[config.mk]
export PLATFORM = sky130hd
export DESIGN_NAME = time_set_ctrl
export DESIGN_NICKNAME = d
export VERILOG_FILES = /design/src/rtl/time_set_ctrl.sv
export SDC_FILE = /design/constraint.sdc
export NUM_CORES = 1
export LEC_CHECK = 0
export CELL_PAD_IN_SITES_DETAIL_PLACEMENT = 1
export CELL_PAD_IN_SITES_GLOBAL_PLACEMENT = 1
export CORE_MARGIN = 10
export CORE_UTILIZATION = 30
export CTS_CLUSTER_SIZE = 16
export DETAILED_ROUTE_END_ITERATION = 7
export GPL_TIMING_DRIVEN = 1
export PLACE_DENSITY_LB_ADDON = 0.1
export REMOVE_ABC_BUFFERS = 1
export SLEW_MARGIN = 20
export SYNTH_ARGS = -nofsm -noshare
export SYNTH_HDL_FRONTEND = slang
export SYNTH_SLANG_ARGS = --single-unit
[constraint.sdc]
create_clock -name CLK -period 4.6 [get_ports CLK]
set_input_delay 0.46 -clock CLK [delete_from_list [all_inputs] [get_ports CLK]]
set_output_delay 0.46 -clock CLK [all_outputs]
set_load 0.005 [all_outputs]
[src/rtl/time_set_ctrl.sv]
// Front-panel time-set controller: button synchronizers, debouncers and the RUN/SETH/SETM set-mode FSM.
// Optional set-state timeout back to RUN is built when SET_TIMEOUT_EN is defined.
module time_set_ctrl #(
  parameter int unsigned DEB_CNT   = 20,
  parameter int unsigned REP_DLY   = 500,
  parameter int unsigned REP_PER   = 100,
  parameter int unsigned BLINK_PER = 250,
  parameter int unsigned TMO_CNT   = 10000,
  parameter int unsigned CW        = 16
) (
  input  logic       CLK,
  input  logic       RST,
  input  logic       TICK,
  input  logic       MODE_BTN,
  input  logic       SET_BTN,
  output logic       HINC,
  output logic       MINC,
  output logic       SCLR,
  output logic       RUN,
  output logic [1:0] MODE,
  output logic       BLINK
);

  typedef enum logic [1:0] {ST_RUN = 2'b00, ST_SETH = 2'b01, ST_SETM = 2'b10} state_t;

  localparam logic [CW-1:0] CNT_MAX = {CW{1'b1}};
  localparam logic [CW-1:0] CNT_ONE = {{(CW-1){1'b0}}, 1'b1};
  localparam logic [CW-1:0] DEB_C   = CW'(DEB_CNT);
  localparam logic [CW-1:0] DLY_C   = CW'(REP_DLY);
  localparam logic [CW-1:0] PER_C   = CW'(REP_PER);
  localparam logic [CW-1:0] BLK_C   = CW'(BLINK_PER);

  function automatic logic [CW-1:0] sat_inc(input logic [CW-1:0] v);
    return (v == CNT_MAX) ? v : v + CNT_ONE;
  endfunction

  // bit 0 = MODE button, bit 1 = SET button
  logic [1:0]         sync1_r, sync2_r, lvl_r, prev_r, lvl_nxt_s;
  logic [1:0][CW-1:0] deb_cnt_r, deb_cnt_nxt_s;
  logic               mode_evt_s, set_evt_s, set_state_s, pulse_s;
  state_t             state_r, state_nxt_s;
  logic               hinc_r, minc_r, sclr_r, run_r, blink_r;
  logic               hinc_nxt_s, minc_nxt_s, sclr_nxt_s, blink_nxt_s;
  logic               rep_act_r, rep_first_r, rep_act_nxt_s, rep_first_nxt_s;
  logic [CW-1:0]      rep_cnt_r, rep_cnt_nxt_s, blink_cnt_r, blink_cnt_nxt_s, rep_thr_s;
  logic               tmo_hit_s;

  // Debounce: level flips once the synchronized input has differed for DEB_CNT ticks
  always_comb begin
    lvl_nxt_s     = lvl_r;
    deb_cnt_nxt_s = deb_cnt_r;
    for (int i = 0; i < 2; i++) begin
      if (sync2_r[i] == lvl_r[i]) begin
        deb_cnt_nxt_s[i] = '0;
      end else if (TICK) begin
        if (sat_inc(deb_cnt_r[i]) >= DEB_C) begin
          lvl_nxt_s[i]     = ~lvl_r[i];
          deb_cnt_nxt_s[i] = '0;
        end else begin
          deb_cnt_nxt_s[i] = sat_inc(deb_cnt_r[i]);
        end
      end else begin
        deb_cnt_nxt_s[i] = deb_cnt_r[i];
      end
    end
  end

  assign mode_evt_s  = lvl_r[0] & ~prev_r[0];
  assign set_evt_s   = lvl_r[1] & ~prev_r[1];
  assign set_state_s = (state_r != ST_RUN);
  assign rep_thr_s   = rep_first_r ? DLY_C : PER_C;

`ifdef SET_TIMEOUT_EN
  localparam logic [CW-1:0] TMO_C = CW'(TMO_CNT);
  logic [CW-1:0] tmo_cnt_r, tmo_cnt_nxt_s;

  // Idle timer in set states; any press or state change restarts it
  always_comb begin
    tmo_hit_s = set_state_s & TICK & (sat_inc(tmo_cnt_r) >= TMO_C);
    if (!set_state_s || mode_evt_s || set_evt_s || (state_nxt_s != state_r)) begin
      tmo_cnt_nxt_s = '0;
    end else if (TICK) begin
      tmo_cnt_nxt_s = sat_inc(tmo_cnt_r);
    end else begin
      tmo_cnt_nxt_s = tmo_cnt_r;
    end
  end

  // Timeout counter register
  always_ff @(posedge CLK) begin
    if (RST) begin
      tmo_cnt_r <= '0;
    end else begin
      tmo_cnt_r <= tmo_cnt_nxt_s;
    end
  end
`else
  logic tmo_unused_s;
  assign tmo_hit_s    = 1'b0;
  assign tmo_unused_s = (TMO_CNT != 32'd0);
`endif

  // Next state, set pulses, auto-repeat and blink; MODE press outranks SET press and timeout
  always_comb begin
    state_nxt_s     = state_r;
    hinc_nxt_s      = 1'b0;
    minc_nxt_s      = 1'b0;
    sclr_nxt_s      = 1'b0;
    pulse_s         = 1'b0;
    rep_act_nxt_s   = rep_act_r;
    rep_first_nxt_s = rep_first_r;
    rep_cnt_nxt_s   = rep_cnt_r;
    blink_nxt_s     = blink_r;
    blink_cnt_nxt_s = blink_cnt_r;
    if (mode_evt_s) begin
      rep_act_nxt_s = 1'b0;
      case (state_r)
        ST_RUN:  state_nxt_s = ST_SETH;
        ST_SETH: state_nxt_s = ST_SETM;
        ST_SETM: begin
          state_nxt_s = ST_RUN;
          sclr_nxt_s  = 1'b1;
        end
        default: state_nxt_s = ST_RUN;
      endcase
    end else if (set_evt_s && set_state_s) begin
      pulse_s         = 1'b1;
      rep_act_nxt_s   = 1'b1;
      rep_first_nxt_s = 1'b1;
      rep_cnt_nxt_s   = TICK ? CNT_ONE : '0;
    end else if (tmo_hit_s) begin
      state_nxt_s   = ST_RUN;
      rep_act_nxt_s = 1'b0;
    end else if (rep_act_r) begin
      // Look at the next debounced level so the release cycle never carries a pulse
      if (!lvl_nxt_s[1]) begin
        rep_act_nxt_s = 1'b0;
      end else if (TICK) begin
        if (sat_inc(rep_cnt_r) >= rep_thr_s) begin
          pulse_s         = 1'b1;
          rep_first_nxt_s = 1'b0;
          rep_cnt_nxt_s   = '0;
        end else begin
          rep_cnt_nxt_s = sat_inc(rep_cnt_r);
        end
      end else begin
        rep_cnt_nxt_s = rep_cnt_r;
      end
    end else begin
      rep_act_nxt_s = 1'b0;
    end
    hinc_nxt_s = pulse_s & (state_r == ST_SETH);
    minc_nxt_s = pulse_s & (state_r == ST_SETM);
    if ((state_nxt_s == ST_RUN) || (state_nxt_s != state_r) || pulse_s) begin
      blink_nxt_s     = 1'b0;
      blink_cnt_nxt_s = '0;
    end else if (TICK) begin
      if (sat_inc(blink_cnt_r) >= BLK_C) begin
        blink_nxt_s     = ~blink_r;
        blink_cnt_nxt_s = '0;
      end else begin
        blink_cnt_nxt_s = sat_inc(blink_cnt_r);
      end
    end else begin
      blink_cnt_nxt_s = blink_cnt_r;
    end
  end

  // State, synchronizer, debounce and output registers
  always_ff @(posedge CLK) begin
    if (RST) begin
      sync1_r     <= 2'b00;
      sync2_r     <= 2'b00;
      lvl_r       <= 2'b00;
      prev_r      <= 2'b00;
      deb_cnt_r   <= '0;
      state_r     <= ST_RUN;
      hinc_r      <= 1'b0;
      minc_r      <= 1'b0;
      sclr_r      <= 1'b0;
      run_r       <= 1'b1;
      blink_r     <= 1'b0;
      blink_cnt_r <= '0;
      rep_act_r   <= 1'b0;
      rep_first_r <= 1'b0;
      rep_cnt_r   <= '0;
    end else begin
      sync1_r     <= {SET_BTN, MODE_BTN};
      sync2_r     <= sync1_r;
      lvl_r       <= lvl_nxt_s;
      prev_r      <= lvl_r;
      deb_cnt_r   <= deb_cnt_nxt_s;
      state_r     <= state_nxt_s;
      hinc_r      <= hinc_nxt_s;
      minc_r      <= minc_nxt_s;
      sclr_r      <= sclr_nxt_s;
      run_r       <= (state_nxt_s == ST_RUN);
      blink_r     <= blink_nxt_s;
      blink_cnt_r <= blink_cnt_nxt_s;
      rep_act_r   <= rep_act_nxt_s;
      rep_first_r <= rep_first_nxt_s;
      rep_cnt_r   <= rep_cnt_nxt_s;
    end
  end

  assign HINC  = hinc_r;
  assign MINC  = minc_r;
  assign SCLR  = sclr_r;
  assign RUN   = run_r;
  assign MODE  = state_r;
  assign BLINK = blink_r;

endmodule

==> metrics.md, run 1 <==
| Metric | Value |
|---|---|
| Status | `completed` |
| Combinational power share | `1.7%` |
| Avg Cell Area, Syn | `8.748 sq um` |
| Routed wl met2 | `5139 microns` |
| Post-route cell area | `0.004970 sq mm` |
| Yosys warning count | `0` |
| Grt ovf | `0` |
| Crit share post-route | `80.95%` |
| Largest net degree at the start of global routing | `28` |
| GPL Wtd Cong | `0.7836` |
| VDD IR max | `0.1494 mV` |
| Setup TNS | `0 ps` |
| Leakage power | `1.727 nW` |
| First-pass GRT wire length | `19,270 microns` |
| Drt drc | `0` |
| Critical path, cell by cell | `nand3_2, nor4_1, buf_4, nor3b_1, xor2_1, ha_1, a2111oi_2, a211oi_1, o311a_1, nor4_2, o311a_2, o21ai_0, a211oi_1` |
| Register area share after synthesis | `37.15%` |
| Initial antenna violation count | `0` |
| Total wire length | `11,210 microns` |
| CTS Buf Count | `9` |
| Placed inst area | `0.004659 sq mm` |
| Initial DRC Count | `216` |
| Hold Path Class | `reg -> reg` |
| Ports | `12` |
| Clk Latency, worst-skew pair | `350 ps` |
| Flop pwr share | `47.5%` |
| Switching Share | `21.04%` |
| Vias in the first global route | `3,712` |
| H-tree Lvls | `3` |
| Clock Skews | `8.180 ps` |
| Max-slew violations | `0` |
| MaxCap Viol Count | `0` |
| Cell-internal power | `1.171 mW` |
| Mapped cell area | `0.004365 sq mm` |
| # fillers | `1,666` |
| Slew headroom | `44.34%` |
| ANT cells | `0` |
| Hold-fix buffer count after cts | `0` |
| Area grow syn2layout | `13.84%` |
| CTS tree | `yes` |
| CP Capture Type | `register` |
| Detailed Place HPWL | `7912 microns` |
| Number of clock sinks | `81` |
| Root cell of the clock tree | `clkbuf_16` |
| Least-Margin Pin Slew | `833.1 ps` |
| Most frequent cells in the layout | `dfxtp_1, nand2_1, and2_1, nor2_1, a21oi_1` |
| Site row count | `44` |
| Setup crit start kind | `register` |
| Port buffer count | `11` |
| Chip width | `140.6 microns` |
| CORE AREA | `0.01437 sq mm` |
| Post-route ant nets | `0` |
| Critical path class | `reg -> reg` |
| Max clock buf depth | `2` |
| Final setup fails | `0` |
| Hold Vio Cnt, Final | `0` |
| Die footprint | `0.01978 sq mm` |
| Top fanout value on the critical path | `12` |
| Share of cells above drive strength 1 | `11.33%` |
| Slowest cell on crit path | `dfxtp_1` |
| CP most frequent cell | `a211oi_1` |
| Setup slack, reg-to-reg | `880 ps` |
| Asr flop ratio synth | `0%` |
| RSZ-0062 raised after global routing | `false` |
| Psw | `312.1 uW` |
| Tmin final | `3724 ps` |
| Net count reported at finish | `521` |
| Clock group share of total power | `50.8%` |
| Total GRT Usage | `11.72%` |
| Mapped Cells | `499` |
| Cts repair resizes | `0` |
| Vias per cell | `5.351` |
| Uppermost layer routed | `met4` |
| Reg clk slew, reported paths | `60 ps` |
| Met3 wire len | `287 microns` |
| Most common cell after layout, fill and taps aside | `dfxtp_1` |
| Crit path largest cell delay | `520 ps` |
| Number of flops mapped to enable cells by yosys | `0` |
| Wire per inst | `16.10 microns` |
| Pre-antenna DRT Iters | `4` |
| Crit path max-delay family | `compound AO/OA/AOI/OAI gates` |
| Critical path arrival | `3980 ps` |
| Via count | `3,724` |
| WP buf/inv | `1` |
| #FFs+latches synth | `81` |
| Die height | `140.6 microns` |
| Crit path required time | `4860 ps` |
| Initial Utilization | `30.38%` |
| Post-Route M1 WL | `5640 microns` |
| # Post-CTS Setup Buffers | `0` |
| Power Dens Cells | `298.5 mW/mm^2` |
| Primary FF master, synth | `dfxtp_1` |
| Core Util, Final | `34.59%` |
| Max Clock Freq | `0.2686 GHz` |
| Count of cell types in the netlist | `81` |
-- final cells by class --
type                    instances  area (sq um)  share of cell area, %
multi-input cells             393          2640                  53.12
flip-flops and latches         81          1622                  32.63
clock buffers                  12         266.5                  5.363
well taps                     184         230.2                  4.632
repair buffers                 15         140.1                  2.820
clock inverters                 2         37.54                 0.7553
inverters                       9         33.78                 0.6798
-- metrics by stage --
step	hold slack (ps)	cells	setup WS [ps]	power (mW)
2_1_floorplan	413.8	483	1050	0.7297
3_3_place_gp	418.0	682	994.9	0.7459
3_5_place_dp	426.2	682	884.5	0.7463
4_1_cts	441.0	696	839.7	1.518
5_1_grt	458.7	696	550.0	1.548
6_report	435.2	696	876.4	1.483
-- worst register-to-register path, cell delays in order (launching register included) --
cell and delay (ps):
dfxtp_1 520, nand3_2 220, nor4_1 330, buf_4 210, nor3b_1 70, xor2_1 160, ha_1 230, a2111oi_2 330
a211oi_1 100, o311a_1 310, nor4_2 340, o311a_2 440, o21ai_0 140, a211oi_1 230
-- per-layer routing --
metal  up-vias  GRT usage, %
met5         -             0
met4         0         3.913
met3        13         3.191
met2        26         18.57
met1      1817         14.97
li1       1868             -
-- cells in the mapped netlist (9+ instances only) --
master	n	area share (%)
dfxtp_1	81	37
nand2_1	44	3.8
and2_1	40	5.7
nor2_1	29	2.5
a21oi_1	24	2.8
nand3_1	20	2.3
o21ai_0	18	2.1
nand4_1	16	2.3
and3_1	14	2.0
nor3_1	14	1.6
nand2b_1	10	1.4
a31oi_1	9	1.3
clkbuf_1	9	0.77
nor4_1	9	1.3
xnor2_1	9	1.8
-- power by group through the flow --
stage	logic, mW	clock network, mW	registers [mW]
floorplan	0.00981	0	0.720
CTS	0.0263	0.787	0.704
finish	0.0255	0.753	0.705
global placement	0.0256	0	0.720
detailed placement	0.0261	0	0.720
global route	0.0287	0.816	0.704
-- registers in the layout, indices dropped and copies added, names as in the netlist, 2 cells and up --
| register | count |
|---|---|
| sync2_r | 2 |
| deb_cnt_r | 32 |
| sync1_r | 2 |
| blink_cnt_r | 16 |
| MODE | 2 |
| prev_r | 2 |
| lvl_r | 2 |
| rep_cnt_r | 16 |
-- path summary, 6_finish.rpt --
check / end / from / cells after the start
worst min-delay path: sync2_r[0] / sync1_r[0] / 1
worst max register to register: rep_cnt_r[2] / rep_cnt_r[3] / 13
worst max-delay path: rep_cnt_r[2] / rep_cnt_r[3] / 13
worst min register to register: sync2_r[0] / sync1_r[0] / 1
-- kinds of logic after synthesis --
group | synth area share, %
muxes | 2.723
adders and majority gates | 2.006
and+or+nand+nor | 33.56
buffers and inverters | 2.522
AOI/OAI and AO/OA | 18.63
DFF | 37.15
xor gates and xnor gates | 3.411
(Power assumes the default switching activity.)
==> run 2, diff against run 1 <==
- clock period: 4.6 -> 3.47 ns (I/O delays scaled with it)
==> metrics.md, run 2 (synthesis results as in run 1) <==
| Metric | Value |
|---|---|
| Total GRT Usage | `11.97% (was 11.72%)` |
| Initial DRC Count | `146 (was 216)` |
| Met2 GRT Util | `18.67% (was 18.57%)` |
| Port buffer count | `11 (unchanged)` |
| Ports | `12 (unchanged)` |
| Root cell of the clock tree | `clkbuf_16 (unchanged)` |
| VDD IR max | `0.2191 mV (was 0.1494 mV)` |
| Chip width | `140.6 microns (unchanged)` |
| Met1 Usage GRT | `15.47% (was 14.97%)` |
| Area grow syn2layout | `17.66% (was 13.84%)` |
| Largest Register | `deb_cnt_r (unchanged)` |
| Share of cells above drive strength 1 | `14.95% (was 11.33%)` |
| Vias in the first global route | `3,858 (was 3,712)` |
| Post-route ant nets | `0 (unchanged)` |
| Leakage power | `1.836 nW (was 1.727 nW)` |
| Net count reported at finish | `544 (was 521)` |
| Max Clock Freq | `0.3028 GHz (was 0.2686 GHz)` |
| Least-Margin Pin Slew | `909.9 ps (was 833.1 ps)` |
| GR peak layer | `met2 (unchanged)` |
| Clock group share of total power | `48.8% (was 50.8%)` |
| Cell-internal power | `1.496 mW (was 1.171 mW)` |
| First-pass GRT wire length | `19,670 microns (was 19,270 microns)` |
| Tmin final | `3302 ps (was 3724 ps)` |
| Final setup fails | `0 (unchanged)` |
| Flop pwr share | `49.2% (was 47.5%)` |
| Total wire length | `11,780 microns (was 11,210 microns)` |
| Die footprint | `0.01978 sq mm (unchanged)` |
| CP Capture Type | `register (unchanged)` |
| Largest net degree at the start of global routing | `18 (was 28)` |
| Hold Path Class | `reg -> reg (unchanged)` |
| Combinational power share | `2.0% (was 1.7%)` |
| Setup crit start kind | `register (unchanged)` |
| Slew headroom | `38.87% (was 44.34%)` |
| Site row count | `44 (unchanged)` |
| Setup TNS | `0 ps (unchanged)` |
| Drt drc | `0 (unchanged)` |
| Clk Latency, worst-skew pair | `350 ps (about the same)` |
| Critical path arrival | `3580 ps (was 3980 ps)` |
| Critical path class | `reg -> reg (unchanged)` |
| Clock Skews | `9.405 ps (was 8.180 ps)` |
| H-tree Lvls | `3 (unchanged)` |
| Reg clk slew, reported paths | `60 ps (about the same)` |
| GPL Wtd Cong | `0.8490 (was 0.7836)` |
| CTS tree | `yes (unchanged)` |
| Die height | `140.6 microns (unchanged)` |
| Initial Utilization | `30.38% (unchanged)` |
| Placed inst area | `0.004810 sq mm (was 0.004659 sq mm)` |
| Biggest regs | `deb_cnt_r x32, blink_cnt_r x16, rep_cnt_r x16 (unchanged)` |
| Crit share post-route | `95.16% (was 80.95%)` |
| GR met3 Demand/Resource | `1.948% (was 3.191%)` |
| ANT cells | `0 (unchanged)` |
| Power Dens Cells | `369.6 mW/mm^2 (was 298.5 mW/mm^2)` |
| Status | `completed (unchanged)` |
| CTS Buf Count | `9 (unchanged)` |
| MaxCap Viol Count | `0 (unchanged)` |
| Psw | `402.8 uW (was 312.1 uW)` |
| Via count | `3,784 (was 3,724)` |
| Most frequent cells in the layout | `dfxtp_1, nand2_1, and2_1, nor2_1, buf_4 (was dfxtp_1, nand2_1, and2_1, nor2_1, a21oi_1)` |
| Switching Share | `21.22% (was 21.04%)` |
| CORE AREA | `0.01437 sq mm (unchanged)` |
| Final Total Pwr | `1.898 mW (was 1.483 mW)` |
| Max reg flops | `32 (unchanged)` |
| Initial antenna violation count | `0 (unchanged)` |
| Post-route cell area | `0.005136 sq mm (was 0.004970 sq mm)` |
| Detailed Place HPWL | `8438 microns (was 7912 microns)` |
| Top fanout value on the critical path | `6 (was 12)` |
| Pre-antenna DRT Iters | `4 (unchanged)` |
| Vias per cell | `5.263 (was 5.351)` |
| Hold Vio Cnt, Final | `0 (unchanged)` |
| Max-slew violations | `0 (unchanged)` |
| Max clock buf depth | `2 (unchanged)` |
| Grt ovf | `0 (unchanged)` |
| Wire per inst | `16.38 microns (was 16.10 microns)` |
| Number of clock sinks | `81 (unchanged)` |
| Most common cell after layout, fill and taps aside | `dfxtp_1 (unchanged)` |
| Crit path required time | `3750 ps (was 4860 ps)` |
## run 2: changes by cell type in the layout (fill, tap and decap cells not counted), sizes merged
| cell | previous run | this run |
|---|---|---|
| clkinv | 1 | 3 |
| buf | 4 | 27 |
| clkbuf | 12 | 11 |
| clkinvlp | 1 | 0 |
## run 2: critical path, cell delays in order (launching register included)
cell and delay [ps]:
dfxtp_1 340, ha_2 240, nand4_1 120, nor4_2 200, nor3b_1 100, xor2_1 170
ha_1 230, nand3b_1 170, a21oi_1 200, a211oi_1 80, o311a_1 330, nor4_4 320
o311a_4 300, buf_4 160, nand4_1 110, a21oi_1 170
## run 2: through the flow
step           utilization, %  worst slack, ps  instances  hold slack, ps
2_1_floorplan               -           -80.46        483           413.8
3_3_place_gp            33.47            153.2        702           416.4
3_5_place_dp            33.47            36.99        702           438.9
4_1_cts                 35.40            10.08        716           453.0
5_1_grt                 35.75           -58.70        719           477.0
6_report                35.75            168.0        719           448.6
## run 2: path summary, 6_finish.rpt
| kind | start | to | slack, ps | cells past startpoint |
|---|---|---|---|---|
| setup / recovery | rep_cnt_r[0] | rep_cnt_r[7] | 170 | 15 |
| hold / removal | sync1_r[0] | sync2_r[0] | 450 | 1 |
| setup reg to reg | rep_cnt_r[0] | rep_cnt_r[7] | 170 | 15 |
| hold reg to reg | sync1_r[0] | sync2_r[0] | 450 | 1 |
## run 2: per-layer routing
metal	part of all wire (%)	vias to the layer above
met5	0	-
met4	2.8	0
met3	2.0	25
met2	45	44
met1	50	1821
li1	-	1894
## run 2: area by class of cell
type                       count  area (sq um)
sequential                    81          1622
timing repair buffer          38         312.8
clock inverter                 3         43.79
clock buffer                  11         232.7
multi-input combinational    393          2661
fill                        1668          9233
tap                          184         230.2
inverter                       9         33.78
## run 2: timing repair
action | in CTS | in global routing
setup buffers | 0 | 3
endpoints found under the setup margin | 0 | 19
hold buffers | 0 | 0
resized for setup | 0 | 4
## run 2: power groups by stage
stage / Sequential, mW / Clock, mW / Combinational [mW]
2_1_floorplan: 0.954 / 0 / 0.0130
4_1_cts: 0.933 / 0.966 / 0.0386
6_report: 0.934 / 0.927 / 0.0374
5_1_grt: 0.933 / 1.00 / 0.0421
3_5_place_dp: 0.954 / 0 / 0.0385
3_3_place_gp: 0.954 / 0 / 0.0377
